==> src/rtl/legv8_pkg.sv <==
`default_nettype none
// ============================================================================
//  Module      : legv8_pkg
//  Description : Shared constants and types for the LEGv8 control logic:
//                sequencer state codes, opcode constants, opcode classes,
//                aluOp and pcSrc encodings.
//  Revision    : 1.0 - initial release
// ============================================================================
package legv8_pkg;

  // Sequencer state codes
  localparam logic [2:0] S_RESET  = 3'd0;
  localparam logic [2:0] S_FETCH  = 3'd1;
  localparam logic [2:0] S_DECODE = 3'd2;
  localparam logic [2:0] S_EXEC   = 3'd3;
  localparam logic [2:0] S_MEM    = 3'd4;
  localparam logic [2:0] S_WB     = 3'd5;
  localparam logic [2:0] S_FAULT  = 3'd6;

  // Full 11-bit opcodes
  localparam logic [10:0] C_OPC_ADD  = 11'h458;
  localparam logic [10:0] C_OPC_SUB  = 11'h658;
  localparam logic [10:0] C_OPC_AND  = 11'h450;
  localparam logic [10:0] C_OPC_ORR  = 11'h550;
  localparam logic [10:0] C_OPC_LDUR = 11'h7C2;
  localparam logic [10:0] C_OPC_STUR = 11'h7C0;

  // Prefix-matched opcodes: CBZ on opcode[10:3], B on opcode[10:5]
  localparam logic [7:0] C_PFX_CBZ = 8'hB4;
  localparam logic [5:0] C_PFX_B   = 6'h05;

  // ALU operation select
  localparam logic [1:0] C_ALUOP_ADD   = 2'b00;
  localparam logic [1:0] C_ALUOP_PASSB = 2'b01;
  localparam logic [1:0] C_ALUOP_RTYPE = 2'b10;

  // PC source select
  localparam logic [1:0] C_PCSRC_SEQ = 2'd0;
  localparam logic [1:0] C_PCSRC_CB  = 2'd1;
  localparam logic [1:0] C_PCSRC_B   = 2'd2;

  // Instruction classes produced by the opcode decoder
  typedef enum logic [2:0] {
    CLASS_R       = 3'd0,
    CLASS_LOAD    = 3'd1,
    CLASS_STORE   = 3'd2,
    CLASS_CBZ     = 3'd3,
    CLASS_B       = 3'd4,
    CLASS_ILLEGAL = 3'd5
  } op_class_e;

endpackage : legv8_pkg
`default_nettype wire

==> src/rtl/legv8_opcode_class.sv <==
`default_nettype none
// ============================================================================
//  Module      : legv8_opcode_class
//  Description : Combinational LEGv8 opcode -> instruction class decoder.
//                Shared between the multi-cycle and pipelined control.
//  Revision    : 1.0 - initial release
// ============================================================================
module legv8_opcode_class
  import legv8_pkg::*;
(
  input  logic [10:0] opcode_i,
  output op_class_e   op_class_o
);

  // Exact matches first, then prefix matches; anything else is illegal
  always_comb begin
    op_class_o = CLASS_ILLEGAL;
    if ((opcode_i == C_OPC_ADD) || (opcode_i == C_OPC_SUB) ||
        (opcode_i == C_OPC_AND) || (opcode_i == C_OPC_ORR)) begin
      op_class_o = CLASS_R;
    end else if (opcode_i == C_OPC_LDUR) begin
      op_class_o = CLASS_LOAD;
    end else if (opcode_i == C_OPC_STUR) begin
      op_class_o = CLASS_STORE;
    end else if (opcode_i[10:3] == C_PFX_CBZ) begin
      op_class_o = CLASS_CBZ;
    end else if (opcode_i[10:5] == C_PFX_B) begin
      op_class_o = CLASS_B;
    end
  end

endmodule : legv8_opcode_class
`default_nettype wire

==> src/rtl/legv8_multicycle_sequencer.sv <==
`default_nettype none
// ============================================================================
//  Module      : legv8_multicycle_sequencer
//  Description : Multi-cycle LEGv8 control sequencer. Steps each instruction
//                through FETCH/DECODE/EXEC/MEM/WB over one shared memory
//                port and flags illegal opcodes with a sticky fault.
//                Optional retired-instruction counter: LEGV8_SEQ_PERF_EN.
//  Revision    : 1.0 - initial release
// ============================================================================
module legv8_multicycle_sequencer
  import legv8_pkg::*;
#(
  parameter int PC_STEP = 4
) (
  input  logic        clk,
  input  logic        rst_n,
  input  logic [10:0] opcode,
  input  logic        aluZero,
  input  logic        memReady,
  output logic        memReq,
  output logic        memWriteEn,
  output logic        iorD,
  output logic        irWrite,
  output logic        pcWrite,
  output logic [1:0]  pcSrc,
  output logic        reg2Loc,
  output logic        aluSrc,
  output logic [1:0]  aluOp,
  output logic        memToReg,
  output logic        regWrite,
  output logic        fault
`ifdef LEGV8_SEQ_PERF_EN
  ,
  output logic [31:0] retired
`endif
);

  // PC_STEP only selects the datapath adder constant; reject nonsense values
  if (PC_STEP <= 0) begin : g_pc_step_check
    $error("PC_STEP must be positive");
  end

  logic [2:0] state_q;
  logic [2:0] state_d;
  op_class_e  op_class;

  legv8_opcode_class u_opcode_class (
    .opcode_i   (opcode),
    .op_class_o (op_class)
  );

  // Next-state and strobe decode; strobes default low in every state
  always_comb begin
    state_d    = state_q;
    memReq     = 1'b0;
    memWriteEn = 1'b0;
    iorD       = 1'b0;
    irWrite    = 1'b0;
    pcWrite    = 1'b0;
    pcSrc      = C_PCSRC_SEQ;
    reg2Loc    = 1'b0;
    aluSrc     = 1'b0;
    aluOp      = C_ALUOP_ADD;
    memToReg   = 1'b0;
    regWrite   = 1'b0;
    fault      = 1'b0;
    case (state_q)
      S_RESET: begin
        state_d = S_FETCH;
      end
      S_FETCH: begin
        memReq = 1'b1;
        if (memReady) begin
          irWrite = 1'b1;
          pcWrite = 1'b1;
          state_d = S_DECODE;
        end
      end
      S_DECODE: begin
        case (op_class)
          CLASS_B: begin
            pcWrite = 1'b1;
            pcSrc   = C_PCSRC_B;
            state_d = S_FETCH;
          end
          CLASS_ILLEGAL: begin
            state_d = S_FAULT;
          end
          CLASS_STORE, CLASS_CBZ: begin
            reg2Loc = 1'b1;
            state_d = S_EXEC;
          end
          default: begin
            state_d = S_EXEC;
          end
        endcase
      end
      S_EXEC: begin
        case (op_class)
          CLASS_LOAD, CLASS_STORE: begin
            aluSrc  = 1'b1;
            aluOp   = C_ALUOP_ADD;
            state_d = S_MEM;
          end
          CLASS_R: begin
            aluOp   = C_ALUOP_RTYPE;
            state_d = S_WB;
          end
          CLASS_CBZ: begin
            aluOp   = C_ALUOP_PASSB;
            reg2Loc = 1'b1;
            pcWrite = aluZero;
            pcSrc   = C_PCSRC_CB;
            state_d = S_FETCH;
          end
          // The IR is stable from DECODE on, so no other class reaches here
          default: begin
            state_d = S_FAULT;
          end
        endcase
      end
      S_MEM: begin
        memReq     = 1'b1;
        iorD       = 1'b1;
        memWriteEn = (op_class == CLASS_STORE);
        if (memReady) begin
          state_d = (op_class == CLASS_LOAD) ? S_WB : S_FETCH;
        end
      end
      S_WB: begin
        regWrite = 1'b1;
        memToReg = (op_class == CLASS_LOAD);
        state_d  = S_FETCH;
      end
      S_FAULT: begin
        fault = 1'b1;
      end
      default: begin
        state_d = S_FAULT;
      end
    endcase
  end

  // State register; async reset forces RESET so every strobe drops at once
  always_ff @(posedge clk or negedge rst_n) begin
    if (!rst_n) begin
      state_q <= S_RESET;
    end else begin
      state_q <= state_d;
    end
  end

`ifdef LEGV8_SEQ_PERF_EN
  logic [31:0] retired_q;
  logic        retire_evt;

  assign retire_evt = (state_d == S_FETCH) &&
                      ((state_q == S_DECODE) || (state_q == S_EXEC) ||
                       (state_q == S_MEM)    || (state_q == S_WB));

  // Count completed instructions; wraps naturally at 32 bits
  always_ff @(posedge clk or negedge rst_n) begin
    if (!rst_n) begin
      retired_q <= 32'd0;
    end else if (retire_evt) begin
      retired_q <= retired_q + 32'd1;
    end
  end

  assign retired = retired_q;
`endif

endmodule : legv8_multicycle_sequencer
`default_nettype wire

==> config.mk <==
export PLATFORM = sky130hd
export DESIGN_NAME = legv8_multicycle_sequencer
export DESIGN_NICKNAME = d
export VERILOG_FILES = /design/src/rtl/legv8_pkg.sv /design/src/rtl/legv8_opcode_class.sv /design/src/rtl/legv8_multicycle_sequencer.sv
export SDC_FILE = /design/constraint.sdc
export NUM_CORES = 1
export LEC_CHECK = 0
export BUFFER_PORTS_ARGS = -buffer_cell sky130_fd_sc_hd__buf_4
export CAP_MARGIN = 30
export CORE_AREA = 8 8 45 47
export DETAILED_ROUTE_END_ITERATION = 8
export DIE_AREA = 0 0 53 55
export PLACE_DENSITY = 0.81
export RECOVER_POWER = 100
export SYNTH_ARGS = -nofsm -noshare
export SYNTH_HDL_FRONTEND = slang
export SYNTH_HIERARCHICAL = 1
export SYNTH_SLANG_ARGS = --single-unit
==> constraint.sdc <==
create_clock -name clk -period 2.9 [get_ports clk]
set_input_delay 0.29 -clock clk [delete_from_list [all_inputs] [get_ports clk]]
set_output_delay 0.29 -clock clk [all_outputs]
set_load 0.03 [all_outputs]
==> results by group <==
Status
  – Status: completed

STA
  – Fmax: 375.9 MHz
  – Final worst-path cycle share: 91.73%
  – Final Critical Period: 2660 ps
  – Worst-margin pin slew: 398.2 ps
  – Worst Skew: 2.103 ps
  – Slew Viols, Final: 0
  – Final setup fails: 0
  – RSZ-0062 raised after global routing: false
  – Slew HR: 73.57%
  – Final hold violations: 0
  – Setup tns final: 0 ps
  – Hold slack: 282.6 ps

Critical path
  – Worst path top cell family by delay: simple AND/OR/NAND/NOR gates
  – WP buf/inv: 2
  – Largest incremental delay on the critical path: 560 ps
  – Arr. time, crit path: 2370 ps
  – Crit start category: primary input
  – Cell Chain, Critical Path: buf_4, or4b_4, a2111oi_4, a21oi_1, and2b_4, nand2_2, nor3_2, clkbuf_1
  – Slowest stage cell on the critical path: or4b_4
  – Critical path type: primary input to output pin
  – Critical Path Fanout Max: 6
  – CP Data Required Time: 2610 ps
  – CP Capture Type: output pin

GRT
  – Routing usage on met3: 1.070%
  – Largest net degree at the start of global routing: 10
  – Vias in the first global route: 619
  – Routing usage on met1: 11.99%
  – Met2 GRT Util: 19.53%
  – GR peak layer: met2
  – Initial antenna violation count: 0
  – Gr usage total: 10.65%
  – Global-route wire length before repair: 2428 microns
  – Congestion Overflow GR: 0

Yosys
  – Ys async rst share: 100.0%
  – Yosys cell types: 39
  – Seq/Total Area, Yosys: 13.22%
  – Ys flop type: dfrtp_1
  – Post-Syn Area: 568.0 sq um
  – Number of synthesized flops with an enable pin: 0
  – Post-Syn Area per Cell: 8.233 sq um
  – Gate count of the mapped netlist: 69
  – Syn nets: 84
  – Yosys Warn Count: 6
  – Synthesized flop and latch total: 3

Worst hold path
  – Worst hold path type: primary input to register

Floorplanning
  – FP Rows: 14
  – CORE AREA: 1384 sq um
  – Die Y: 55 microns
  – # IOs: 29
  – Initial Util: 41.05%
  – Die Wd: 53 microns
  – DIE AREA: 2915 sq um

Clock tree
  – CTS tree: done
  – CTS-repair resized insts: 0
  – CTS buffer count: 3
  – Root Buffer: clkbuf_4
  – CTS Buffer Depth: 2
  – H-tree depth: 1
  – Clk slew on worst S/H paths: 40 ps
  – Skew-Pair Late Insertion Delay: 230 ps
  – Clock sinks: 3

Cells and area
  – Net total in the final layout: 114
  – Reg with most FFs: state_q
  – Final instance area: 735.7 sq um
  – Diode count: 0
  – Top Registers: state_q x3
  – P&R area growth vs syn: 29.52%
  – Layout cells sized above 1: 34.69%
  – Max FFs per register: 3
  – Non-filler cells, final: 114

Placed design
  – GPL Wtd Cong: 0.8362
  – Cell Count Post-Placement: 109
  – Dpl cell area: 758.2 sq um
  – Final HPWL DP: 1226 microns
  – Port buffer count: 28

Drt
  – Antenna Nets Post-Route: 0
  – DR pass1 iterations: 2
  – Via count: 585
  – Vias/cell: 5.132
  – DRC Markers: 0
  – DR iter-0 viols: 5
  – Routed WL: 1450 microns
  – Per-cell routed wire length: 12.72 microns

Power
  – P_leak: 0.2942 nW
  – Peak supply drop: 0.0002130 V
  – Final Power: 0.4921 mW
  – Pwr/cell area: 668.8 nW/um^2

Flow run
  – Max-cap viol count: 0
-- cell usage in the layout (no fill, tap or decap), drive strengths merged, types with 2 or more instances in the layout --
cell type  synthesis  routed
inv                3       3
nor3b              2       2
nand2              2       2
nor2              10      10
a21oi              3       3
buf                5      18
o21ai              3       3
nor2b              2       2
clkbuf             0      15
dfrtp              3       3
xnor2              2       2
nor3               9       9
and3               2       2
nand2b             5       5
-- worst paths after layout --
check                                              end  slack (ps)                    from  cells after the start
min in group asynchronous       state_q[2]$_DFFE_PN0P_         390                   rst_n                      2
max in group asynchronous       state_q[0]$_DFFE_PN0P_        2360                   rst_n                      2
worst min register to register  state_q[1]$_DFFE_PN0P_         710  state_q[1]$_DFFE_PN0P_                      2
worst max register to register  state_q[1]$_DFFE_PN0P_        1390  state_q[0]$_DFFE_PN0P_                      4
worst max-delay path                          pcSrc[0]         240               opcode[2]                      8
worst min-delay path            state_q[2]$_DFFE_PN0P_         280                memReady                      2
-- synthesized netlist by cell type (2+ instances only) --
cell      instances  area [sq um]
nor3_2            4         40.04
nor2_1            9         33.78
inv_1             2         7.510
nand2b_4          2         27.53
xnor2_1           2         17.52
nor3b_1           2         15.01
nor2b_1           2         12.51
dfrtp_1           3         75.07
nor3_1            5         25.02
nand2b_1          3         18.77
a21oi_1           3         15.01
and3_1            2         12.51
buf_6             4         45.04
-- report_power, final --
part	switching [mW]	internal [mW]	total [mW]	leakage, nW
Clock	0.0219	0.0516	0.0735	0.0150
Combinational	0.177	0.118	0.295	0.243
Sequential	0.0601	0.0634	0.123	0.0361
Total	0.259	0.233	0.492	0.294
-- final cells by class --
cell class | count | area, sq um
Tap cell | 16 | 20.02
Multi-Input combinational cell | 57 | 412.9
Fill cell | 152 | 648.1
Timing Repair Buffer | 30 | 186.4
Clock buffer | 4 | 26.28
Inverter | 4 | 15.01
Sequential cell | 3 | 75.07
-- per-stage QoR --
step | setup slack (ps) | utilization [%]
after floorplan | 125.7 | -
after global placement | 321.7 | 54.79
after detailed placement | 279.0 | 54.79
after CTS | 278.4 | 57.41
after global routing | 118.7 | 53.16
final | 239.8 | 53.16
-- kinds of logic (layout without fill, tap and decap cells) --
kind of cell | count (synthesis) | after routing | synth area share [%]
xor gates and xnor gates | 2 | 2 | 3.084
and+or+nand+nor | 42 | 42 | 51.10
buffers and inverters | 9 | 38 | 11.89
DFF | 3 | 3 | 13.22
AOI/OAI and AO/OA | 13 | 13 | 20.70
-- per-layer routing --
layer	routed length, microns	up-vias
li1	-	305
met1	622	268
met2	788	12
met3	40	0
met4	0	0
met5	0	-
-- what timing repair did --
item                      in CTS  in global routing
hold endpoints to repair       3                  0
hold buffers                   1                  0
setup buffers                  0                  0
Note: power is estimated with default switching activity, not from simulation.
